`config.mk`:
```
export PLATFORM = sky130hd
export DESIGN_NAME = bin2ascii_str
export DESIGN_NICKNAME = d
export VERILOG_FILES = /design/src/rtl/bin2ascii_str.sv
export SDC_FILE = /design/constraint.sdc
export NUM_CORES = 1
export LEC_CHECK = 0
export ABC_AREA = 1
export BUFFER_PORTS_ARGS = -buffer_cell sky130_fd_sc_hd__buf_4
export CAP_MARGIN = 20
export CORE_ASPECT_RATIO = 0.9
export CORE_MARGIN = 2
export CORE_UTILIZATION = 45
export DETAILED_ROUTE_END_ITERATION = 8
export GPL_ROUTABILITY_DRIVEN = 0
export PLACE_DENSITY_LB_ADDON = 0.25
export SLEW_MARGIN = 30
export SYNTH_ARGS = -nofsm -noshare
export SYNTH_HDL_FRONTEND = slang
export SYNTH_SLANG_ARGS = --single-unit
```
`constraint.sdc`:
```
create_clock -name clk -period 1.6 [get_ports clk]
set_input_delay 0.08 -clock clk [delete_from_list [all_inputs] [get_ports clk]]
set_output_delay 0.08 -clock clk [all_outputs]
set_load 0.01 [all_outputs]
```
`src/rtl/bin2ascii_str.sv`:
```
// Sequential binary-to-decimal ASCII string serializer (double dabble, one bit per clock).
// Optional build macro BIN2ASCII_LZS_EN enables leading-zero suppression.
module bin2ascii_str #(
    parameter int          WIDTH     = 16,
    parameter int          DIGITS    = 5,
    parameter int          SEND_TERM = 1,
    parameter logic [7:0]  TERM_CHAR = 8'h0A
) (
    input  logic             clk,
    input  logic             rst_n,
    input  logic             in_valid,
    output logic             in_ready,
    input  logic [WIDTH-1:0] in_data,
    output logic             out_valid,
    input  logic             out_ready,
    output logic [7:0]       out_data,
    output logic             out_last,
    output logic             busy
);

    localparam int BW = 4 * DIGITS;
    localparam int CW = $clog2(WIDTH);
    localparam int IW = (DIGITS > 1) ? $clog2(DIGITS) : 1;
    localparam logic [CW-1:0] CNT_LAST = CW'(WIDTH - 1);
    localparam logic [IW-1:0] IDX_TOP  = IW'(DIGITS - 1);
    localparam logic          TERM_EN  = (SEND_TERM != 0);

    typedef enum logic [1:0] {
        S_IDLE = 2'd0,
        S_CONV = 2'd1,
        S_PREP = 2'd2,
        S_SEND = 2'd3
    } state_t;

    // Add 3 to every BCD nibble that is 5 or more, ahead of the shift.
    function automatic logic [BW-1:0] dabble_adj(input logic [BW-1:0] b);
        logic [BW-1:0] r;
        r = b;
        for (int i = 0; i < DIGITS; i++) begin
            if (b[4*i +: 4] >= 4'd5) begin
                r[4*i +: 4] = b[4*i +: 4] + 4'd3;
            end else begin
                r[4*i +: 4] = b[4*i +: 4];
            end
        end
        return r;
    endfunction

    // ASCII character for BCD nibble idx.
    function automatic logic [7:0] digit_char(input logic [BW-1:0] b, input logic [IW-1:0] idx);
        logic [3:0] nib;
        nib = 4'd0;
        for (int i = 0; i < DIGITS; i++) begin
            if (IW'(i) == idx) begin
                nib = b[4*i +: 4];
            end else begin
                nib = nib;
            end
        end
        return 8'h30 + {4'h0, nib};
    endfunction

    state_t            state_r, state_n;
    logic [WIDTH-1:0]  bin_r, bin_n;
    logic [BW-1:0]     bcd_r, bcd_n;
    logic [CW-1:0]     cnt_r, cnt_n;
    logic [IW-1:0]     idx_r, idx_n;
    logic              out_valid_r, out_valid_n;
    logic [7:0]        out_data_r, out_data_n;
    logic              out_last_r, out_last_n;
    logic              in_ready_r, in_ready_n;
    logic              busy_r, busy_n;
    logic [BW+WIDTH-1:0] shift_s;
    logic [IW-1:0]     start_s;

    // One double-dabble step: adjust nibbles, then shift {bcd, bin} left.
    always_comb begin
        shift_s = {dabble_adj(bcd_r), bin_r} << 1;
    end

    // First digit index to transmit.
    always_comb begin
        start_s = IDX_TOP;
`ifdef BIN2ASCII_LZS_EN
        start_s = '0;
        for (int i = 0; i < DIGITS; i++) begin
            if (bcd_r[4*i +: 4] != 4'd0) begin
                start_s = IW'(i);
            end else begin
                start_s = start_s;
            end
        end
`else
        start_s = IDX_TOP;
`endif
    end

    // Next-state and next-output logic.
    always_comb begin
        state_n     = state_r;
        bin_n       = bin_r;
        bcd_n       = bcd_r;
        cnt_n       = cnt_r;
        idx_n       = idx_r;
        out_valid_n = out_valid_r;
        out_data_n  = out_data_r;
        out_last_n  = out_last_r;
        case (state_r)
            S_IDLE: begin
                out_valid_n = 1'b0;
                if (in_valid && in_ready_r) begin
                    bin_n   = in_data;
                    bcd_n   = '0;
                    cnt_n   = '0;
                    state_n = S_CONV;
                end else begin
                    state_n = S_IDLE;
                end
            end
            S_CONV: begin
                bcd_n = shift_s[BW+WIDTH-1:WIDTH];
                bin_n = shift_s[WIDTH-1:0];
                cnt_n = cnt_r + 1'b1;
                if (cnt_r == CNT_LAST) begin
                    state_n = S_PREP;
                end else begin
                    state_n = S_CONV;
                end
            end
            S_PREP: begin
                idx_n       = start_s;
                out_valid_n = 1'b1;
                out_data_n  = digit_char(bcd_r, start_s);
                out_last_n  = (start_s == '0) && !TERM_EN;
                state_n     = S_SEND;
            end
            S_SEND: begin
                if (out_valid_r && out_ready) begin
                    if (out_last_r) begin
                        out_valid_n = 1'b0;
                        out_last_n  = 1'b0;
                        state_n     = S_IDLE;
                    end else if (idx_r == '0) begin
                        // Digits exhausted but not last: the terminator follows.
                        out_data_n = TERM_CHAR;
                        out_last_n = 1'b1;
                    end else begin
                        idx_n      = idx_r - 1'b1;
                        out_data_n = digit_char(bcd_r, idx_r - 1'b1);
                        out_last_n = (idx_r == IW'(1)) && !TERM_EN;
                    end
                end else begin
                    state_n = S_SEND;
                end
            end
            default: begin
                state_n     = S_IDLE;
                out_valid_n = 1'b0;
                out_last_n  = 1'b0;
            end
        endcase
        in_ready_n = (state_n == S_IDLE);
        busy_n     = !in_ready_n;
    end

    // State and datapath registers.
    always_ff @(posedge clk or negedge rst_n) begin
        if (!rst_n) begin
            state_r     <= S_IDLE;
            bin_r       <= '0;
            bcd_r       <= '0;
            cnt_r       <= '0;
            idx_r       <= '0;
            out_valid_r <= 1'b0;
            out_data_r  <= 8'h00;
            out_last_r  <= 1'b0;
            in_ready_r  <= 1'b1;
            busy_r      <= 1'b0;
        end else begin
            state_r     <= state_n;
            bin_r       <= bin_n;
            bcd_r       <= bcd_n;
            cnt_r       <= cnt_n;
            idx_r       <= idx_n;
            out_valid_r <= out_valid_n;
            out_data_r  <= out_data_n;
            out_last_r  <= out_last_n;
            in_ready_r  <= in_ready_n;
            busy_r      <= busy_n;
        end
    end

    assign in_ready  = in_ready_r;
    assign busy      = busy_r;
    assign out_valid = out_valid_r;
    assign out_data  = out_data_r;
    assign out_last  = out_last_r;

endmodule

```
==> key figures, run 1 <==
Status
  – Outcome: completed

Synthesis
  – Largest family of logic cells by synthesized area: compound AO/OA/AOI/OAI gates
  – YS warnings: 0
  – Post-synthesis cell type count: 32
  – Synth Area in XOR/XNOR: around 1.1%
  – Synth async-reset ratio: 100%
  – Most used flip-flop cell after synthesis: dfrtp_1
  – Yosys reg bits: 54
  – Sequential area share after synthesis: approximately 44%
  – Post-Synth Adder-Cell Area: 6.51%
  – Synthesized instance count: about 370
  – Post-synth EDFFs: 0
  – Synth Area in Simple Gates: between 10% and 20%
  – Mapped Avg Cell Area: 8.37 um2
  – Post-Syn Area: 3070 um2
  – Complex-gate fraction of the synthesized area: 19.3%
  – Fraction of synthesized area in multiplexers: 0%

Final layout
  – Fraction of layout cells with a size suffix above 1: 23.9%
  – Synthesis-to-layout area growth: 19.8%
  – Sequential cell area: 1350 um2
  – Fillers: 619
  – Post-layout net count: between 400 and 500
  – Multi-input logic area: 1440 um2
  – Antenna Cells: 0

Detailed routing
  – Wirelength per Cell: 12.5 um
  – Final WL: roughly 6.3 mm
  – Initial DRT Pass Iterations: 4
  – Via Count: 2573
  – # DRC: 0
  – Antenna-violating nets left: 0
  – Initial DRC count: 108
  – Routed vias/inst: approximately 5.1

Floorplanning
  – Starting Density: ~47%
  – Die H: 82.4 um
  – Rows: 28
  – Die area: 7510 um2
  – Die W: ~91 um
  – Core Region: 6590 um2
  – Top-Level Pins: 32

Clock tree
  – H-tree lvl count: 2
  – CTS Sinks: 54
  – TritonCTS Buffers: 5
  – Clock-pin slew on the worst setup and hold paths: 0.10 ns
  – Worst-Skew Late Latency: 0.31 ns
  – CTS tree: yes
  – Max Buffers Root-to-Sink: 2
  – Root Buffer: clkbuf_8

Power and ir drop
  – Leakage: 0.00187 uW
  – P per Cell Area: between 2000 and 2500 nW/um2
  – Max VDD drop: 0.00150 V

Critical path
  – CP Data Arrival Time: 1.78 ns
  – Setup CP Type: register to register
  – Required time worst endpoint: 1.85 ns
  – Startpoint Class: register
  – Most Frequent Cell on Critical Path: nand2_2
  – Max FO, Critical Path: 6
  – CP Capture Type: register
  – Slowest cell on crit path: dfrtp_1
  – Critical Path Max Stage Delay: 0.41 ns
  – CP cell instances: inv_2 -> ha_4 -> inv_2 -> nand2_2 -> nand2_4 -> buf_6 -> nand3_1 -> nand2_1 -> inv_1 -> nand2_2 -> nand2_2 -> nand2_2 -> a21oi_2

STA
  – Max Fclk: 652 MHz
  – Setup tns final: 0 ns
  – Fin crit share: 95.8%
  – Setup Skew: a little over 0.01 ns
  – Tightest Pin Transition: 0.693 ns
  – Setup-failing EPs final: 0
  – Minimum clock period: ~1.5 ns
  – Worst hold margin: just under 0.1 ns
  – Final Max Slew Viols: 0
  – Fin. Hold Viols: 0
  – Slew margin rel.: 53.8%

Global route
  – Overflow after GRT: 0
  – Initial antenna violation count: 0
  – First-pass GRT wire length: 10.9 mm
  – GRT Resource Usage Total: 17.8%
  – Number of global-route vias before repair: 2438
  – Largest net degree at the start of global routing: between 50 and 60

Job
  – Max Cap Viol: 0

Min path
  – Worst hold path class: input pin to register

Placement
  – Detailed Place HPWL: about 4.4 mm
  – IO buf count: 29
==> metal layers <==
metal | wire [um] | global-route usage (%) | vias to the layer above
met5 | 0 | 0 | -
met4 | 64 | 5.61 | 0
met3 | 189 | 3.18 | 7
met2 | 3030 | 30.4 | 37
met1 | 2980 | 23.6 | 1232
li1 | - | - | 1297
==> Yosys cell counts (3+ instances only) <==
master / n / share of area, %
a21oi_1: 23 / 3.7
a221oi_1: 7 / 2.0
a221oi_2: 7 / 3.4
buf_2: 4 / 0.65
buf_4: 5 / 1.2
buf_6: 3 / 1.1
dfrtp_1: 53 / 43
ha_1: 16 / 6.5
inv_1: 63 / 7.7
inv_2: 5 / 0.61
nand2_1: 50 / 6.1
nand2_4: 3 / 1.1
nand3_1: 19 / 3.1
nor2_1: 27 / 3.3
nor3_1: 14 / 2.3
o21ai_0: 36 / 5.9
o21ai_1: 4 / 0.65
o22ai_1: 6 / 1.2
o32ai_1: 4 / 1.1
xor2_1: 4 / 1.1
==> path summary, 6_finish.rpt <==
check / startpoint / to / slack [ns] / cells after the start
setup / recovery: idx_r[1] / out_data[0] / 0.07 / 13
hold / removal: in_data[10] / bin_r[10] / 0.1 / 3
setup reg to reg: idx_r[1] / out_data[0] / 0.07 / 13
hold reg to reg: bin_r[0] / bin_r[0] / 0.49 / 2
max in group asynchronous: rst_n / bcd_r[16] / 0.77 / 2
min in group asynchronous: rst_n / bcd_r[10] / 0.35 / 2
==> power by group <==
part | total (uW) | internal, uW | switching, uW
logic | 4250 | 1660 | 2590
registers | 2430 | 2000 | 430
clock network | 978 | 515 | 462
total | 7650 | 4170 | 3480
==> sequential cells by signal, indices dropped and copies added, names as in the netlist <==
name and count:
idx_r 3, out_valid 1, busy 1, in_ready 1, cnt_r 4, out_data 5
bin_r 16, state_r 2, out_last 1, bcd_r 20
==> timing repair <==
item,in CTS,in global routing
resized for setup,4,28
hold buffers,3,0
hold endpoints to repair,55,0
gates cloned,0,1
setup buffers,0,7
pin swaps,0,9
endpoints found under the setup margin,4,11
==> through the flow <==
step | worst slack [ns] | total power [uW] | utilization, % | std cells | cell area (um2)
5_1_grt | -0.0174 | 8420 | 55.9 | 500 | 3680
6_report | 0.0669 | 7650 | 55.9 | 500 | 3680
3_5_place_dp | -0.0142 | 6250 | 51.3 | 481 | 3380
3_3_place_gp | 0.0572 | 6170 | 51.3 | 481 | 3380
4_1_cts | 0.0327 | 7290 | 53.8 | 492 | 3540
2_1_floorplan | 0.118 | 5230 | - | 368 | 3080
==> cell usage in the layout (no fill, tap or decap), types with 3 or more instances in the layout <==
master | Yosys | layout
dfrtp_1 | 53 | 52
inv_1 | 63 | 60
nand3_1 | 19 | 17
ha_1 | 16 | 14
o21ai_0 | 36 | 34
nand2_2 | 1 | 8
a21oi_1 | 23 | 17
a221oi_1 | 7 | 7
buf_4 | 5 | 42
clkbuf_8 | 0 | 6
a21oi_2 | 0 | 6
a221oi_2 | 7 | 7
xor2_1 | 4 | 4
dlygate4sd3_1 | 0 | 3
nor2_2 | 0 | 3
o32ai_1 | 4 | 4
o22ai_1 | 6 | 6
nor2_1 | 27 | 24
inv_2 | 5 | 8
nor3_1 | 14 | 14
nand2_4 | 3 | 4
nand2_1 | 50 | 42
o21ai_1 | 4 | 6
==> worst max-delay path, delay by kind of cell (launching register included) <==
kind                       cells  cell delay, ns
AOI/OAI and AO/OA              1            0.12
and+or+nand+nor                7            0.43
adders and majority gates      1            0.16
buffers and inverters          4            0.36
DFF                            1            0.41
==> logic make-up (layout without fill, tap and decap cells) <==
| group | count (synthesis) | count (layout) |
|---|---|---|
| flip-flops | 54 | 54 |
| XOR/XNOR | 4 | 4 |
| other | 1 | 2 |
| AND/OR/NAND/NOR | 117 | 117 |
| AO/OA/AOI/OAI | 92 | 92 |
| buffers and inverters | 83 | 125 |
| adder cells (fa/ha/maj) | 16 | 16 |
==> area by class of cell <==
type	count	area share, %
Clock buffer	6	2.24
Clock inverter	2	1.05
Inverter	69	7.10
Multi-Input combinational cell	231	39.2
Sequential cell	54	36.8
Tap cell	90	3.06
Timing Repair Buffer	48	10.5
Power figures use the tool's default switching activity.
==> run 2: changes to the inputs <==
Settings changed: PLACE_DENSITY set to 0.7, PLACE_DENSITY_LB_ADDON 0.25 to not set.
==> key figures, run 2 (synthesis results as in run 1) <==
Detailed routing
  – Antenna-violating nets left: 0
  – Uppermost layer routed: met4
  – Met3 WL: 284 um
  – # DRC: 0
  – Initial DRC count: 131
  – Via Count: roughly 2600
  – Post-Route M1 WL: 3.11 mm
  – Final WL: about 6.3 mm
  – WL met2: a little under 3 mm
  – Initial DRT Pass Iterations: 4
  – Routed vias/inst: 5.21
  – Wirelength per Cell: 12.7 um

Clock tree
  – H-tree lvl count: 2
  – CTS Sinks: 54
  – Root Buffer: clkbuf_8
  – Clock-pin slew on the worst setup and hold paths: 0.10 ns
  – Worst-Skew Late Latency: 0.30 ns
  – TritonCTS Buffers: 5
  – CTS tree: yes
  – Max Buffers Root-to-Sink: 2

Power and ir drop
  – P per Cell Area: 2040 nW/um2
  – Reg power frac: 33.4%
  – Net switching power: 3420 uW
  – Leakage: around 0.0018 uW
  – Max VDD drop: 0.00130 V
  – Clk pwr share: 10.6%
  – Sw frac: between 40% and 50%
  – Gate power share: between 50 and 60%
  – Int Pwr: 3910 uW

Floorplanning
  – Top-Level Pins: 32
  – Rows: 28
  – Core Region: 6590 um2
  – Die W: around 90 um
  – Die H: around 80 um
  – Starting Density: between 40% and 50%
  – Die area: about 7500 um2

Job
  – Max Cap Viol: 0

Critical path
  – R2R depth: 11
  – R2r setup slk: roughly 0.13 ns
  – Startpoint Class: register
  – Setup CP Type: register to register
  – Worst flop-to-flop path endpoint: out_data[3]
  – Crit Reg-Reg Startpoint: idx_r[1]
  – Required time worst endpoint: about 1.8 ns
  – CP Capture Type: register
  – Max FO, Critical Path: 5
  – CP Data Arrival Time: ~1.7 ns

Final layout
  – Commonest cells after routing, fill and taps aside: inv_1 (59), dfrtp_1 (52), nand2_1 (45)
  – Post-layout net count: 442
  – Layout Cell Area excl Fill: about 3600 um2
  – Fillers: 644
  – Final non-filler cell total: slightly below 500
  – Final core utilization: a little over half
  – Largest register FFs: 20
  – Fraction of layout cells with a size suffix above 1: 21.6%
  – Multi-input logic area: 1420 um2
  – Sequential cell area: about 1400 um2
  – Synthesis-to-layout area growth: 17.1%
  – Most common cell after layout, fill and taps aside: inv_1
  – Antenna Cells: 0
  – Largest Register: bcd_r

STA
  – Minimum clock period: about 1.5 ns
  – Slew margin rel.: 53.9%
  – Final Max Slew Viols: 0
  – Setup tns final: 0 ns
  – Setup Skew: 0.00851 ns
  – Max Fclk: 680 MHz
  – Tightest Pin Transition: a little under 0.7 ns
  – Worst hold margin: 0.0257 ns
  – Setup-failing EPs final: 0
  – Fin crit share: 91.9%
  – Fin. Hold Viols: 0

Min path
  – HP Start: in_data[1]
  – Hold EP: bin_r[1]
  – Worst hold path depth: 3
  – Worst hold path class: input pin to register

Global route
  – Initial antenna violation count: 0
  – Largest net degree at the start of global routing: 55
  – First-pass GRT wire length: 10.9 mm
  – Overflow after GRT: 0
  – GRT Resource Usage Total: 17.5%
  – Number of global-route vias before repair: 2481

Placement
  – Detailed Place HPWL: 4.56 mm
  – Dpl cells: 482
  – IO buf count: 29
  – Area of placed instances: 3390 um2

Status
  – Outcome: completed
==> run 2: cell types whose count changed in the layout (fill, tap and decap cells not counted), sizes merged <==
cell / change
inv: -1
clkinvlp: +2
bufinv: -1
buf: -2
dlygate4sd3: -1
==> run 2: timing repair <==
item	in CTS	in global routing
resized for setup	1	23
pin swaps	0	7
hold buffers	2	0
endpoints found under the setup margin	3	8
cloned	0	1
buffers inserted	0	4
hold endpoints to repair	54	0
==> run 2: critical path, cell delays in order, from the launching register on <==
cell	delay (ns)
dfrtp_1	0.40
inv_2	0.09
ha_4	0.14
nand2_1	0.08
nand2_4	0.11
buf_2	0.14
nand3_1	0.08
nand3_1	0.08
nand2_1	0.06
nand2_1	0.06
nand2_1	0.05
a21oi_1	0.11
==> run 2: power groups by stage <==
stage | combinational, uW | sequential [uW] | clock (uW)
after global placement | 3730 | 2450 | 0
after floorplan | 2810 | 2420 | 0
after global routing | 4700 | 2530 | 845
final | 4110 | 2450 | 774
after detailed placement | 3790 | 2470 | 0
after CTS | 3810 | 2450 | 786
==> run 2: routing by layer <==
| layer | vias to the layer above | GRT usage, % |
|---|---|---|
| li1 | 1295 | - |
| met1 | 1230 | 23.6 |
| met2 | 60 | 30.8 |
| met3 | 2 | 2.99 |
| met4 | 0 | 1.97 |
| met5 | - | 0 |
==> run 2: final cells by class <==
cell class,instances,share of cell area (%)
Clock buffer,6,2.02
Inverter,69,7.27
Sequential cell,54,37.6
Multi-Input combinational cell,231,39.5
Timing Repair Buffer,45,10.0
Clock inverter,2,0.417
Tap cell,90,3.13
==> run 2: worst max path at each step <==
stage                     startpoint     endpoint  slack [ns]  cells past startpoint
after detailed placement    idx_r[1]  out_data[0]       0.009                     12
after global placement      idx_r[1]  out_data[0]        0.07                     13
after CTS                   idx_r[1]  out_data[0]        0.03                     11
after global routing        idx_r[1]  out_data[2]      -0.005                     11
final                       idx_r[1]  out_data[3]        0.13                     11
after floorplan             idx_r[0]  out_data[2]        0.12                     13
==> run 2: metrics by stage <==
stage / setup slack [ns] / power, uW
global placement: 0.0744 / 6180
global route: -0.00507 / 8070
finish: 0.130 / 7330
floorplan: 0.118 / 5230
CTS: 0.0275 / 7050
detailed placement: 0.00888 / 6260
